[config.mk]
export PLATFORM = sky130hd
export DESIGN_NAME = typec_bag_seq
export DESIGN_NICKNAME = d
export VERILOG_FILES = /design/src/rtl/typec_bag_seq.sv
export SDC_FILE = /design/constraint.sdc
export NUM_CORES = 1
export LEC_CHECK = 0
export ABC_AREA = 1
export BUFFER_PORTS_ARGS = -buffer_cell sky130_fd_sc_hd__buf_2
export CAP_MARGIN = 15
export CORE_MARGIN = 5
export CORE_UTILIZATION = 30
export DETAILED_ROUTE_END_ITERATION = 8
export PLACE_DENSITY = 0.57
export SLEW_MARGIN = 30
export SYNTH_ARGS = -nofsm -noshare
export SYNTH_HDL_FRONTEND = slang
export SYNTH_SLANG_ARGS = --single-unit
[constraint.sdc]
create_clock -name clk_i -period 7 [get_ports clk_i]
set_input_delay 0.7 -clock clk_i [delete_from_list [all_inputs] [get_ports clk_i]]
set_output_delay 0.7 -clock clk_i [all_outputs]
set_load 0.02 [all_outputs]
[src/rtl/typec_bag_seq.sv]
// Packet-sequence engine for the Type-C link: walks a programmable list of bag
// types through a transmitter, waits for each packet to return through the
// receiver, and keeps packet/pass/error statistics.
module typec_bag_seq #(
  parameter int unsigned SEQ_LEN = 8,
  parameter int unsigned LEN_W   = 4,
  parameter int unsigned BTW     = 4,
  parameter int unsigned TO_W    = 16,
  parameter int unsigned CNT_W   = 16
) (
  input  logic                   clk_i,
  input  logic                   rst,
  input  logic                   start_i,
  input  logic                   stop_i,
  input  logic [SEQ_LEN*BTW-1:0] seq_list_i,
  input  logic [LEN_W-1:0]       seq_num_i,
  input  logic [CNT_W-1:0]       loops_i,
  input  logic [TO_W-1:0]        timeout_i,
  output logic [BTW-1:0]         btype_o,
  output logic                   tx_fs_o,
  input  logic                   tx_fd_i,
  input  logic                   rx_fs_i,
  output logic                   rx_fd_o,
  input  logic [BTW-1:0]         rx_btype_i,
  output logic                   busy_o,
  output logic                   done_o,
  output logic [CNT_W-1:0]       pkt_cnt_o,
  output logic [CNT_W-1:0]       pass_cnt_o,
  output logic [CNT_W-1:0]       err_cnt_o,
  output logic                   to_flag_o
);

  localparam logic [LEN_W-1:0] SeqLenW = LEN_W'(SEQ_LEN);

  typedef enum logic [2:0] {StIdle, StPrep, StTx, StWrx, StRrx, StNext, StDone} state_e;

  state_e                 state_q, state_d;
  logic [SEQ_LEN*BTW-1:0] list_q, list_d;
  logic [LEN_W-1:0]       num_q, num_d;
  logic [LEN_W-1:0]       idx_q, idx_d;
  logic [CNT_W-1:0]       loops_q, loops_d;
  logic [TO_W-1:0]        timeout_q, timeout_d;
  logic [TO_W-1:0]        timer_q, timer_d;
  logic [BTW-1:0]         btype_q, btype_d;
  logic [CNT_W-1:0]       pkt_q, pkt_d;
  logic [CNT_W-1:0]       pass_q, pass_d;
  logic [CNT_W-1:0]       err_q, err_d;
  logic                   to_q, to_d;
  logic                   stop_q, stop_d;
  logic                   first_q, first_d;

  logic [BTW-1:0]   entry;
  logic             last;
  logic [CNT_W-1:0] pass_inc;

  function automatic logic [CNT_W-1:0] sat_inc(input logic [CNT_W-1:0] v);
    return (&v) ? v : v + 1'b1;
  endfunction

  // State and datapath registers.
  always_ff @(posedge clk_i or posedge rst) begin
    if (rst) begin
      state_q   <= StIdle;
      list_q    <= '0;
      num_q     <= '0;
      idx_q     <= '0;
      loops_q   <= '0;
      timeout_q <= '0;
      timer_q   <= '0;
      btype_q   <= '0;
      pkt_q     <= '0;
      pass_q    <= '0;
      err_q     <= '0;
      to_q      <= 1'b0;
      stop_q    <= 1'b0;
      first_q   <= 1'b0;
    end else begin
      state_q   <= state_d;
      list_q    <= list_d;
      num_q     <= num_d;
      idx_q     <= idx_d;
      loops_q   <= loops_d;
      timeout_q <= timeout_d;
      timer_q   <= timer_d;
      btype_q   <= btype_d;
      pkt_q     <= pkt_d;
      pass_q    <= pass_d;
      err_q     <= err_d;
      to_q      <= to_d;
      stop_q    <= stop_d;
      first_q   <= first_d;
    end
  end

  // Next-state logic: sequencing, timeout, btype check and statistics.
  always_comb begin
    state_d   = state_q;
    list_d    = list_q;
    num_d     = num_q;
    idx_d     = idx_q;
    loops_d   = loops_q;
    timeout_d = timeout_q;
    timer_d   = timer_q;
    btype_d   = btype_q;
    pkt_d     = pkt_q;
    pass_d    = pass_q;
    err_d     = err_q;
    to_d      = to_q;
    stop_d    = stop_q;
    first_d   = first_q;

    entry = '0;
    for (int unsigned i = 0; i < SEQ_LEN; i++) begin
      if (idx_q == LEN_W'(i)) entry = list_q[i*BTW +: BTW];
    end
    last     = (idx_q == num_q - 1'b1);
    pass_inc = sat_inc(pass_q);

    if (stop_i && (state_q != StIdle)) stop_d = 1'b1;

    case (state_q)
      StIdle: begin
        if (start_i) begin
          list_d    = seq_list_i;
          // Out-of-range lengths fall back to the full list.
          num_d     = ((seq_num_i == '0) || (seq_num_i > SeqLenW)) ? SeqLenW : seq_num_i;
          loops_d   = loops_i;
          timeout_d = timeout_i;
          pkt_d     = '0;
          pass_d    = '0;
          err_d     = '0;
          to_d      = 1'b0;
          stop_d    = 1'b0;
          idx_d     = '0;
          state_d   = StPrep;
        end
      end
      StPrep: begin
        btype_d = entry;
        state_d = StTx;
      end
      StTx: begin
        if (tx_fd_i) begin
          timer_d = '0;
          state_d = StWrx;
        end
      end
      StWrx: begin
        if (rx_fs_i) begin
          first_d = 1'b1;
          state_d = StRrx;
        end else begin
          if (timer_q != '1) timer_d = timer_q + 1'b1;
          if ((timeout_q != '0) && (timer_q == timeout_q - 1'b1)) begin
            err_d   = sat_inc(err_q);
            to_d    = 1'b1;
            state_d = StNext;
          end
        end
      end
      StRrx: begin
        first_d = 1'b0;
        // Only the first cycle is compared so a packet counts at most once.
        if (first_q && (rx_btype_i != btype_q)) err_d = sat_inc(err_q);
        if (!rx_fs_i) state_d = StNext;
      end
      StNext: begin
        pkt_d = sat_inc(pkt_q);
        if (last) begin
          idx_d  = '0;
          pass_d = pass_inc;
          if ((loops_q != '0) && (pass_inc == loops_q)) state_d = StDone;
          else if (stop_q)                              state_d = StDone;
          else                                          state_d = StPrep;
        end else begin
          idx_d   = idx_q + 1'b1;
          state_d = stop_q ? StDone : StPrep;
        end
      end
      StDone: begin
        state_d = StIdle;
      end
      default: begin
        state_d = StIdle;
      end
    endcase
  end

  // Moore outputs; TX and RRX are distinct states so tx_fs and rx_fd never overlap.
  always_comb begin
    btype_o    = btype_q;
    tx_fs_o    = (state_q == StTx);
    rx_fd_o    = (state_q == StRrx);
    busy_o     = (state_q != StIdle);
    done_o     = (state_q == StDone);
    pkt_cnt_o  = pkt_q;
    pass_cnt_o = pass_q;
    err_cnt_o  = err_q;
    to_flag_o  = to_q;
  end

endmodule

==> results by group, run 1 <==
Worst setup path
  – Delay-heaviest family, CP: simple AND/OR/NAND/NOR gates
  – Slowest stage delay, CP: 0.53 ns
  – CP endpoint kind: flip-flop
  – Critical Path AT: 3.02 ns
  – Crit path launch type: flip-flop
  – Worst path slowest cell: nand2_1
  – Crit Path Class: flip-flop to flip-flop
  – Critical path cell sequence: inv_1 -> nand3_1 -> clkinv_1 -> nand2_1 -> nand2_1 -> inv_1 -> o21ai_0
  – Buf+Inv Stages, Crit Path: 3
  – Crit-path max FO: 18
  – WP data required: 7.28 ns

Timing
  – Final Hold Vio Count: 0
  – Max-slew violations: 0
  – RSZ-0062 raised after global routing: false
  – Max Fclk: 365 MHz
  – Clock Skews: 0.0105 ns
  – Final period util: 0.391
  – Finish-stage setup viols: 0
  – Setup TNS: 0 ns
  – Max-slew headroom: 0.475
  – Minimum clock period: 2.74 ns
  – Tightest Pin Transition: 0.788 ns

Yosys
  – Post-synth EDFFs: 0
  – Post-Syn Instances: 1140
  – Synth area leader: dfrtp_1
  – Ys async rst share: 1.00
  – Seq/Total Area, Yosys: 0.438
  – Seq cells post-synth: 146
  – Netlist cell types: 44
  – Synth Area in Simple Gates: 0.330
  – Multiplexer share of the synthesized area: 0
  – Largest family of logic cells by synthesized area: simple AND/OR/NAND/NOR gates
  – Synth Area in Adders: 0.0165
  – Compound-Gate Fraction of Synth Area: 0.0866
  – Synth area leaders: dfrtp_1, nand2_1, inv_1
  – Ys flop type: dfrtp_1
  – Syn avg cell area: 7.33 µm²
  – Ys Warns: 0
  – Synth top area share: 0.438
  – Syn_nets: 1229
  – Post-Syn Area: 0.00835 mm²
  – Area share of xor/xnor cells in the synthesized design: 0.0556

Power and ir drop
  – Internal power: 2.21 mW
  – P per Cell Area: 359 mW/mm²
  – Flop pwr share: 0.354
  – Sw Pwr: 1.41 mW
  – Max IR drop VDD: 135 µV
  – Static Leak: 5.05 nW
  – Clk pwr share: 0.303
  – Switch share: 0.389
  – Comb power frac: 0.343

Clock network
  – H-tree levels: 4
  – Clock-pin slew of the registers on the worst-case setup and hold paths: 0.07 ns
  – Setup Buffers After CTS: 0
  – # resized after CTS: 0
  – Clock latency on the worst-skew pair: 0.43 ns
  – CTS max path bufs: 2
  – CTS tree: yes
  – Clk root buf: clkbuf_16
  – CTS Sinks: 146
  – Hold Buf Count CTS: 0
  – Total CTS buffers: 17

Global routing
  – First-pass GRT wire length: 38900 µm
  – Initial antenna violation count: 0
  – GRT Total Usage: 0.155
  – Number of global-route vias before repair: 7544
  – Total grt overflow: 0
  – Largest net degree at the start of global routing: 106

Die
  – Core area: 0.0276 mm²
  – Die Area: 0.0313 mm²
  – Die Span X: 177 µm
  – Die Y-Extent: 177 µm
  – I/O Pins: 135
  – Row count: 61
  – Initial Utilization: 0.302

Flow run
  – Maxcap violations: 0

Finish
  – Finished Layout Cells: 1664
  – P&R area growth vs syn: 21.0%
  – Ant. Diodes: 0
  – Share of post-route cells with drive strength above 1: 0.173
  – Final net count: 1362
  – Fillers: 3001
  – Final instance area: 0.0101 mm²

Min path
  – HP Class: primary input to asynchronous set/reset pin

Drt
  – DRC errors left: 0
  – Via density per instance: 4.55
  – Routed len/inst: 14.2 µm
  – Detailed Routing Iterations Pass 1: 5
  – Via count: 7569
  – Final ANT Viol Nets: 0
  – Routed WL: 23600 µm
  – DRT iter0 DRCs: 417

Placed design
  – Final GP Congestion: 0.858
  – Dpl cells: 1632
  – Area after DPL: 0.00941 mm²
  – Hpwl dp: 17600 µm
  – PortBufs: 134

Outcome
  – Run status: finished clean
-- final timing paths --
kind / from / endpoint / slack [ns] / cells after the start
worst max-delay path: state_q[1] / pass_cnt_o[6] / 4.26 / 7
worst min-delay path: rst / err_cnt_o[11] / 0.42 / 2
worst max register to register: state_q[1] / pass_cnt_o[6] / 4.26 / 7
worst min register to register: list_q[25] / list_q[25] / 0.48 / 2
max in group asynchronous: rst / list_q[13] / 5.53 / 3
min in group clk_i: seq_list_i[20] / list_q[20] / 0.46 / 3
-- through the flow --
stage | hold WS, ns | util | total power, mW | setup slack, ns
after floorplan | 0.442 | - | 2.22 | 2.38
after CTS | 0.448 | 0.366 | 3.67 | 4.25
final | 0.424 | 0.366 | 3.63 | 4.26
after global placement | 0.457 | 0.340 | 2.54 | 4.32
after detailed placement | 0.465 | 0.341 | 2.55 | 4.25
after global routing | 0.461 | 0.366 | 3.91 | 3.98
-- routing by layer --
layer / vias to the layer above / share of wire / track usage
met5: - / 0 / 0
met3: 33 / 0.039 / 0.0263
li1: 3890 / - / -
met2: 169 / 0.46 / 0.248
met4: 0 / 0.026 / 0.0574
met1: 3477 / 0.47 / 0.211
-- worst reg2reg max path: stages, from the launching register on --
cell and delay, ns:
dfrtp_1 0.44, inv_1 0.09, nand3_1 0.24, clkinv_1 0.49, nand2_1 0.53, nand2_1 0.25, inv_1 0.39, o21ai_0 0.17
-- cell usage in the layout (no fill, tap or decap), types with 15 or more instances in the layout --
master | synthesis | layout
o21ai_0 | 65 | 65
nor2_1 | 105 | 105
nand3_1 | 68 | 68
inv_1 | 119 | 117
nor3_1 | 24 | 24
nand2_2 | 16 | 17
a21oi_1 | 26 | 26
nand4_1 | 15 | 15
xor2_1 | 36 | 36
dfrtp_1 | 146 | 146
buf_2 | 0 | 134
xnor2_1 | 17 | 17
nand2_1 | 385 | 384
clkbuf_16 | 0 | 17
-- synth_stat cells (2+ instances only) --
| master | count |
|---|---|
| nand2_2 | 16 |
| inv_1 | 119 |
| nor3_1 | 24 |
| a211oi_1 | 4 |
| a21oi_1 | 26 |
| buf_6 | 2 |
| nor4_1 | 2 |
| nand3_2 | 3 |
| nor2_1 | 105 |
| a31oi_1 | 5 |
| nand2_1 | 385 |
| o211ai_1 | 2 |
| clkbuf_1 | 20 |
| clkinv_1 | 2 |
| nor2_4 | 2 |
| dfrtp_1 | 146 |
| o21ai_0 | 65 |
| inv_2 | 11 |
| xor2_1 | 36 |
| nor2_2 | 7 |
| nor3_2 | 6 |
| o31ai_1 | 2 |
| o22ai_1 | 9 |
| nand3b_1 | 3 |
| o21ai_1 | 12 |
| xnor2_1 | 17 |
| nand4_1 | 15 |
| nand3_1 | 68 |
| ha_1 | 11 |
-- cell type report --
| class | count | area (µm²) | area share |
|---|---|---|---|
| multi-input combinational | 838 | 4080 | 0.404 |
| sequential | 146 | 3650 | 0.361 |
| timing repair buffer | 137 | 693 | 0.0686 |
| inverter | 133 | 509 | 0.0504 |
| tap | 378 | 473 | 0.0468 |
| clock buffer | 19 | 443 | 0.0438 |
| clock inverter | 13 | 255 | 0.0253 |
-- flip-flops by register name (all words and copies together), names as in the netlist --
register / cells
first_q: 1
list_q: 32
timeout_q: 16
to_flag_o: 1
pkt_cnt_o: 16
loops_q: 16
pass_cnt_o: 16
idx_q: 4
btype_o: 4
timer_q: 16
state_q: 3
err_cnt_o: 16
stop_q: 1
num_q: 4
-- power by group through the flow --
| stage | registers [mW] | clock network, mW | logic (mW) |
|---|---|---|---|
| after global routing | 1.32 | 1.15 | 1.44 |
| after detailed placement | 1.30 | 0 | 1.25 |
| after floorplan | 1.26 | 0 | 0.958 |
| after global placement | 1.30 | 0 | 1.25 |
| after CTS | 1.28 | 1.12 | 1.26 |
| final | 1.28 | 1.10 | 1.24 |
-- cell families (layout without fill, tap and decap cells) --
family | count (synthesis) | count (layout)
compound gates | 131 | 131
xor+xnor | 53 | 53
fa+ha+maj | 11 | 11
buf+inv | 156 | 302
flops | 146 | 146
simple gates | 643 | 643
Note: power is estimated with default switching activity, not from simulation.
==> run 2, diff against run 1 <==
==> constraint.sdc (replaced) <==
create_clock -name clk_i -period 2.6 [get_ports clk_i]
set_input_delay 0.26 -clock clk_i [delete_from_list [all_inputs] [get_ports clk_i]]
set_output_delay 0.26 -clock clk_i [all_outputs]
set_load 0.02 [all_outputs]
==> run 2 against run 1 <==
Core utilization rose by 0.19 points. Critical path depth grew 5. Cell count is 0.54% higher. Wire length grew 0.37%. Die area stayed put. Clock-buffer cell count increased by 1. First-iteration DRC count decreased by 24%. Largest cell class unchanged.
==> results by group, run 2 (synthesis results as in run 1) <==
Placed design
  – Final GP Congestion: 0.888
  – Area after DPL: 0.00952 mm²
  – Hpwl dp: 18100 µm
  – Dpl cells: 1640
  – Minimum setup slack after placement: 0.227 ns
  – PortBufs: 134

Drt
  – Routed WL: 23700 µm
  – DRC errors left: 0
  – Detailed Routing Iterations Pass 1: 5
  – Via count: 7635
  – Via density per instance: 4.56
  – Routed len/inst: 14.2 µm
  – Final ANT Viol Nets: 0
  – DRT iter0 DRCs: 316

Finish
  – P&R area growth vs syn: 21.7%
  – Finished Layout Cells: 1673
  – Most frequent cells in the layout: nand2_1, dfrtp_1, buf_2
  – Final instance area: 0.0102 mm²
  – Biggest register: list_q
  – Ant. Diodes: 0
  – Final net count: 1371
  – Share of post-route cells with drive strength above 1: 0.178
  – Most common cell after layout, fill and taps aside: nand2_1
  – Max reg flops: 32
  – Fillers: 2988

Die
  – Row count: 61
  – Die Y-Extent: 177 µm
  – I/O Pins: 135
  – Die Span X: 177 µm
  – Die Area: 0.0313 mm²
  – Core area: 0.0276 mm²
  – Initial Utilization: 0.302

Clock network
  – Total CTS buffers: 17
  – Clock-pin slew of the registers on the worst-case setup and hold paths: 0.07 ns
  – Clk root buf: clkbuf_16
  – Clock latency on the worst-skew pair: 0.43 ns
  – CTS Sinks: 146
  – Setup Buffers After CTS: 0
  – CTS tree: yes
  – H-tree levels: 4
  – CTS max path bufs: 2

Timing
  – Max-slew headroom: 0.532
  – Minimum clock period: 2.35 ns
  – Final Hold Vio Count: 0
  – Max-slew violations: 0
  – Final WS setup: 0.253 ns
  – Clock Skews: 0.0140 ns
  – WHS: 0.0241 ns
  – RSZ-0062 raised after global routing: false
  – Max Fclk: 426 MHz
  – Finish-stage setup viols: 0
  – Tightest Pin Transition: 0.700 ns
  – Final period util: 0.903
  – Setup TNS: 0 ns

Worst setup path
  – Critical path cell sequence: nor2_1 -> inv_2 -> nor2_1 -> inv_2 -> nand2_2 -> inv_1 -> nor3_2 -> nor4_2 -> nand2_4 -> clkinv_8 -> nand2_1 -> o21ai_0
  – Crit Path Class: flip-flop to flip-flop
  – Reg2Reg Setup Slack: 0.25 ns
  – Critical Path AT: 2.65 ns
  – Crit-path max FO: 17
  – Slowest stage delay, CP: 0.47 ns
  – Worst path slowest cell: dfrtp_1
  – Crit path launch type: flip-flop
  – WP data required: 2.90 ns
  – CP endpoint kind: flip-flop

Global routing
  – Initial antenna violation count: 0
  – GRT Total Usage: 0.155
  – Total grt overflow: 0
  – First-pass GRT wire length: 39000 µm
  – Number of global-route vias before repair: 7578
  – Largest net degree at the start of global routing: 58

Min path
  – HP Class: primary input to flip-flop

Power and ir drop
  – Max IR drop VDD: 370 µV
  – P per Cell Area: 936 mW/mm²
  – Static Leak: 5.08 nW

Flow run
  – Maxcap violations: 0

Outcome
  – Run status: finished clean
run 2: changes by cell type in the layout (fill, tap and decap cells not counted):
cell / delta
buf_12: +4
buf_4: +4
bufinv_16: -3
clkinv_4: +3
clkbuf_1: +2
clkbuf_8: -1
clkinv_2: +1
clkinv_8: +1
clkinvlp_4: -1
dlygate4sd3_1: +1
inv_4: -1
inv_8: -1
nor3_1: -1
nor3_2: +1
run 2: power breakdown:
part / switching [mW] / internal (mW)
combinational: 2.25 / 1.20
sequential: 0.528 / 2.90
clock: 1.02 / 1.61
run 2: worst max-delay path: cells and delay by family (launching register included):
| family | cells | cell delay [ns] |
|---|---|---|
| flops | 1 | 0.47 |
| buf+inv | 4 | 0.50 |
| simple gates | 7 | 1.18 |
| compound gates | 1 | 0.07 |
run 2: timing repair:
action | 4_1_cts | 5_1_grt
gates resized for setup | 0 | 4
hold buffers | 1 | 0
hold endpoints to repair | 25 | 0
endpoints found under the setup margin | 0 | 7
run 2: final timing paths:
path,start,end,cells past startpoint
setup / recovery,state_q[0],err_cnt_o[10],12
hold / removal,timeout_i[9],timeout_q[9],3
setup reg to reg,state_q[0],err_cnt_o[10],12
hold reg to reg,first_q,first_q,2
max in group asynchronous,rst,list_q[15],4
min in group asynchronous,rst,pass_cnt_o[15],3
run 2: per-stage QoR:
| stage | total power [mW] | utilization |
|---|---|---|
| 3_5_place_dp | 6.92 | 0.344 |
| 3_3_place_gp | 6.89 | 0.344 |
| 6_report | 9.51 | 0.368 |
| 2_1_floorplan | 5.97 | - |
| 4_1_cts | 9.64 | 0.367 |
| 5_1_grt | 10.3 | 0.368 |
run 2: final cells by class:
cell class	instances	area (µm²)	share of cell area
Clock buffer	20	437	0.0430
Multi-Input combinational cell	838	4090	0.402
Sequential cell	146	3650	0.360
Tap cell	378	473	0.0466
Timing Repair Buffer	146	813	0.0801
Inverter	133	515	0.0507
Clock inverter	12	181	0.0179
run 2: layer usage:
metal / global-route usage / share of wire / vias to the layer above
met4: 0.0529 / 0.022 / 0
met5: 0 / 0 / -
met1: 0.213 / 0.48 / 3514
met2: 0.247 / 0.46 / 178
met3: 0.0284 / 0.042 / 31
li1: - / - / 3912
==> run 3, diff against run 2 <==
==> constraint.sdc (replaced) <==
create_clock -name clk_i -period 2.5 [get_ports clk_i]
set_input_delay 0.25 -clock clk_i [delete_from_list [all_inputs] [get_ports clk_i]]
set_output_delay 0.25 -clock clk_i [all_outputs]
set_load 0.02 [all_outputs]
==> run 3 against run 2 <==
Critical path type unchanged. Final area grew 0.79%. Clock-buffer cell count is 1 higher. Register-to-register slack lost 0.06 ns. Wire length increased by 0.33%. Highest routed layer is now met5.
==> results by group, run 3 (synthesis results as in run 1) <==
Finish
  – Finished Layout Cells: 1676
  – Biggest register: list_q
  – Most frequent cells in the layout: nand2_1, dfrtp_1, buf_2
  – Max reg flops: 32
  – Share of post-route cells with drive strength above 1: 0.187
  – Final net count: 1374
  – P&R area growth vs syn: 22.6%
  – Most common cell after layout, fill and taps aside: nand2_1
  – Ant. Diodes: 0

Die
  – Core area: 0.0276 mm²
  – Die Area: 0.0313 mm²
  – Initial Utilization: 0.302
  – Die Span X: 177 µm
  – Row count: 61
  – Die Y-Extent: 177 µm
  – I/O Pins: 135

Drt
  – Routed len/inst: 14.2 µm
  – Final ANT Viol Nets: 0
  – Detailed Routing Iterations Pass 1: 4
  – DRT iter0 DRCs: 498
  – Via density per instance: 4.58
  – DRC errors left: 0
  – Via count: 7673
  – Routed WL: 23800 µm

Power and ir drop
  – P per Cell Area: 983 mW/mm²
  – Static Leak: 5.10 nW
  – Max IR drop VDD: 432 µV
  – Tot Pwr: 10.1 mW

Clock network
  – Clk root buf: clkbuf_16
  – Clock latency on the worst-skew pair: 0.42 ns
  – CTS max path bufs: 2
  – CTS tree: yes
  – Total CTS buffers: 17
  – Setup Buffers After CTS: 0
  – Clock-pin slew of the registers on the worst-case setup and hold paths: 0.06 ns
  – H-tree levels: 4
  – CTS Sinks: 146

Global routing
  – Initial antenna violation count: 1
  – Largest net degree at the start of global routing: 58
  – Total grt overflow: 0
  – GRT Total Usage: 0.156
  – First-pass GRT wire length: 39300 µm
  – Number of global-route vias before repair: 7502

Placed design
  – Dpl cells: 1642
  – Minimum setup slack after placement: 0.119 ns
  – PortBufs: 134
  – Hpwl dp: 18200 µm
  – Final GP Congestion: 0.903

Timing
  – Max-slew headroom: 0.511
  – Finish-stage setup viols: 0
  – Tightest Pin Transition: 0.731 ns
  – Final period util: 0.923
  – Minimum clock period: 2.31 ns
  – Max-slew violations: 0
  – Final WS setup: 0.192 ns
  – RSZ-0062 raised after global routing: true
  – Final Hold Vio Count: 0
  – Max Fclk: 433 MHz
  – WHS: 0.0205 ns
  – Clock Skews: 0.0148 ns

Flow run
  – Maxcap violations: 0

Worst setup path
  – Critical Path AT: 2.61 ns
  – Cell repeated most along the worst path: nor2_1
  – Critical path cell sequence: inv_2 -> nand3_2 -> nor2_1 -> nor2_1 -> nor2_1 -> nand2_1 -> nor2_1 -> nand2_1 -> nor2_2 -> nand2_1 -> o21ai_1 -> a21oi_1
  – CP endpoint kind: flip-flop
  – Crit path launch type: flip-flop
  – Crit-path max FO: 6
  – Slowest stage delay, CP: 0.47 ns
  – Worst path slowest cell: dfrtp_1
  – Crit Path Class: flip-flop to flip-flop
  – WP data required: 2.80 ns

Outcome
  – Run status: finished clean

Min path
  – HP Class: primary input to flip-flop
-- run 3: worst paths after layout --
| check | start | end | slack (ns) | depth (start not counted) |
|---|---|---|---|---|
| worst max register to register | state_q[2] | timer_q[15] | 0.19 | 12 |
| min in group asynchronous | rst | pass_cnt_o[11] | 0.50 | 3 |
| max in group asynchronous | rst | state_q[0] | 1.28 | 4 |
| worst min-delay path | seq_list_i[26] | list_q[26] | 0.02 | 3 |
| worst max-delay path | state_q[2] | timer_q[15] | 0.19 | 12 |
| worst min register to register | list_q[9] | list_q[9] | 0.48 | 2 |
-- run 3: layout make-up --
class,instances,area (µm²)
clock buffers,21,460
clock inverters,11,175
fillers,2937,17400
inverters,133,518
multi-input cells,838,4130
flip-flops and latches,146,3650
well taps,378,473
repair buffers,148,816
repair inverters,1,11.3
-- run 3: through the flow --
| stage | TNS, ns | instance area [µm²] | util |
|---|---|---|---|
| floorplan | 0 | 8350 | - |
| global placement | 0 | 9520 | 0.344 |
| detailed placement | 0 | 9520 | 0.344 |
| CTS | 0 | 10200 | 0.368 |
| global route | -0.00918 | 10200 | 0.371 |
| finish | 0 | 10200 | 0.371 |
-- run 3: metal layers --
layer | track usage | part of all wire
met3 | 0.0254 | 0.037
met1 | 0.221 | 0.49
met5 | 0 | 0.00055
met4 | 0.0445 | 0.015
met2 | 0.248 | 0.46
-- run 3: what timing repair did --
action / in CTS / in global routing
hold buffers: 1 / 0
endpoints found under the setup margin: 0 / 19
gates resized for setup: 0 / 21
endpoints found under the hold margin: 24 / 0
-- run 3: power breakdown --
| part | switching, mW | internal [mW] |
|---|---|---|
| Clock | 1.07 | 1.74 |
| Combinational | 2.41 | 1.29 |
| Sequential | 0.548 | 3.01 |
-- run 3: critical path, delay by kind of cell, from the launching register on --
kind,cells,cell delay (ns)
compound gates,2,0.19
simple gates,9,1.44
buf+inv,1,0.11
flops,1,0.47
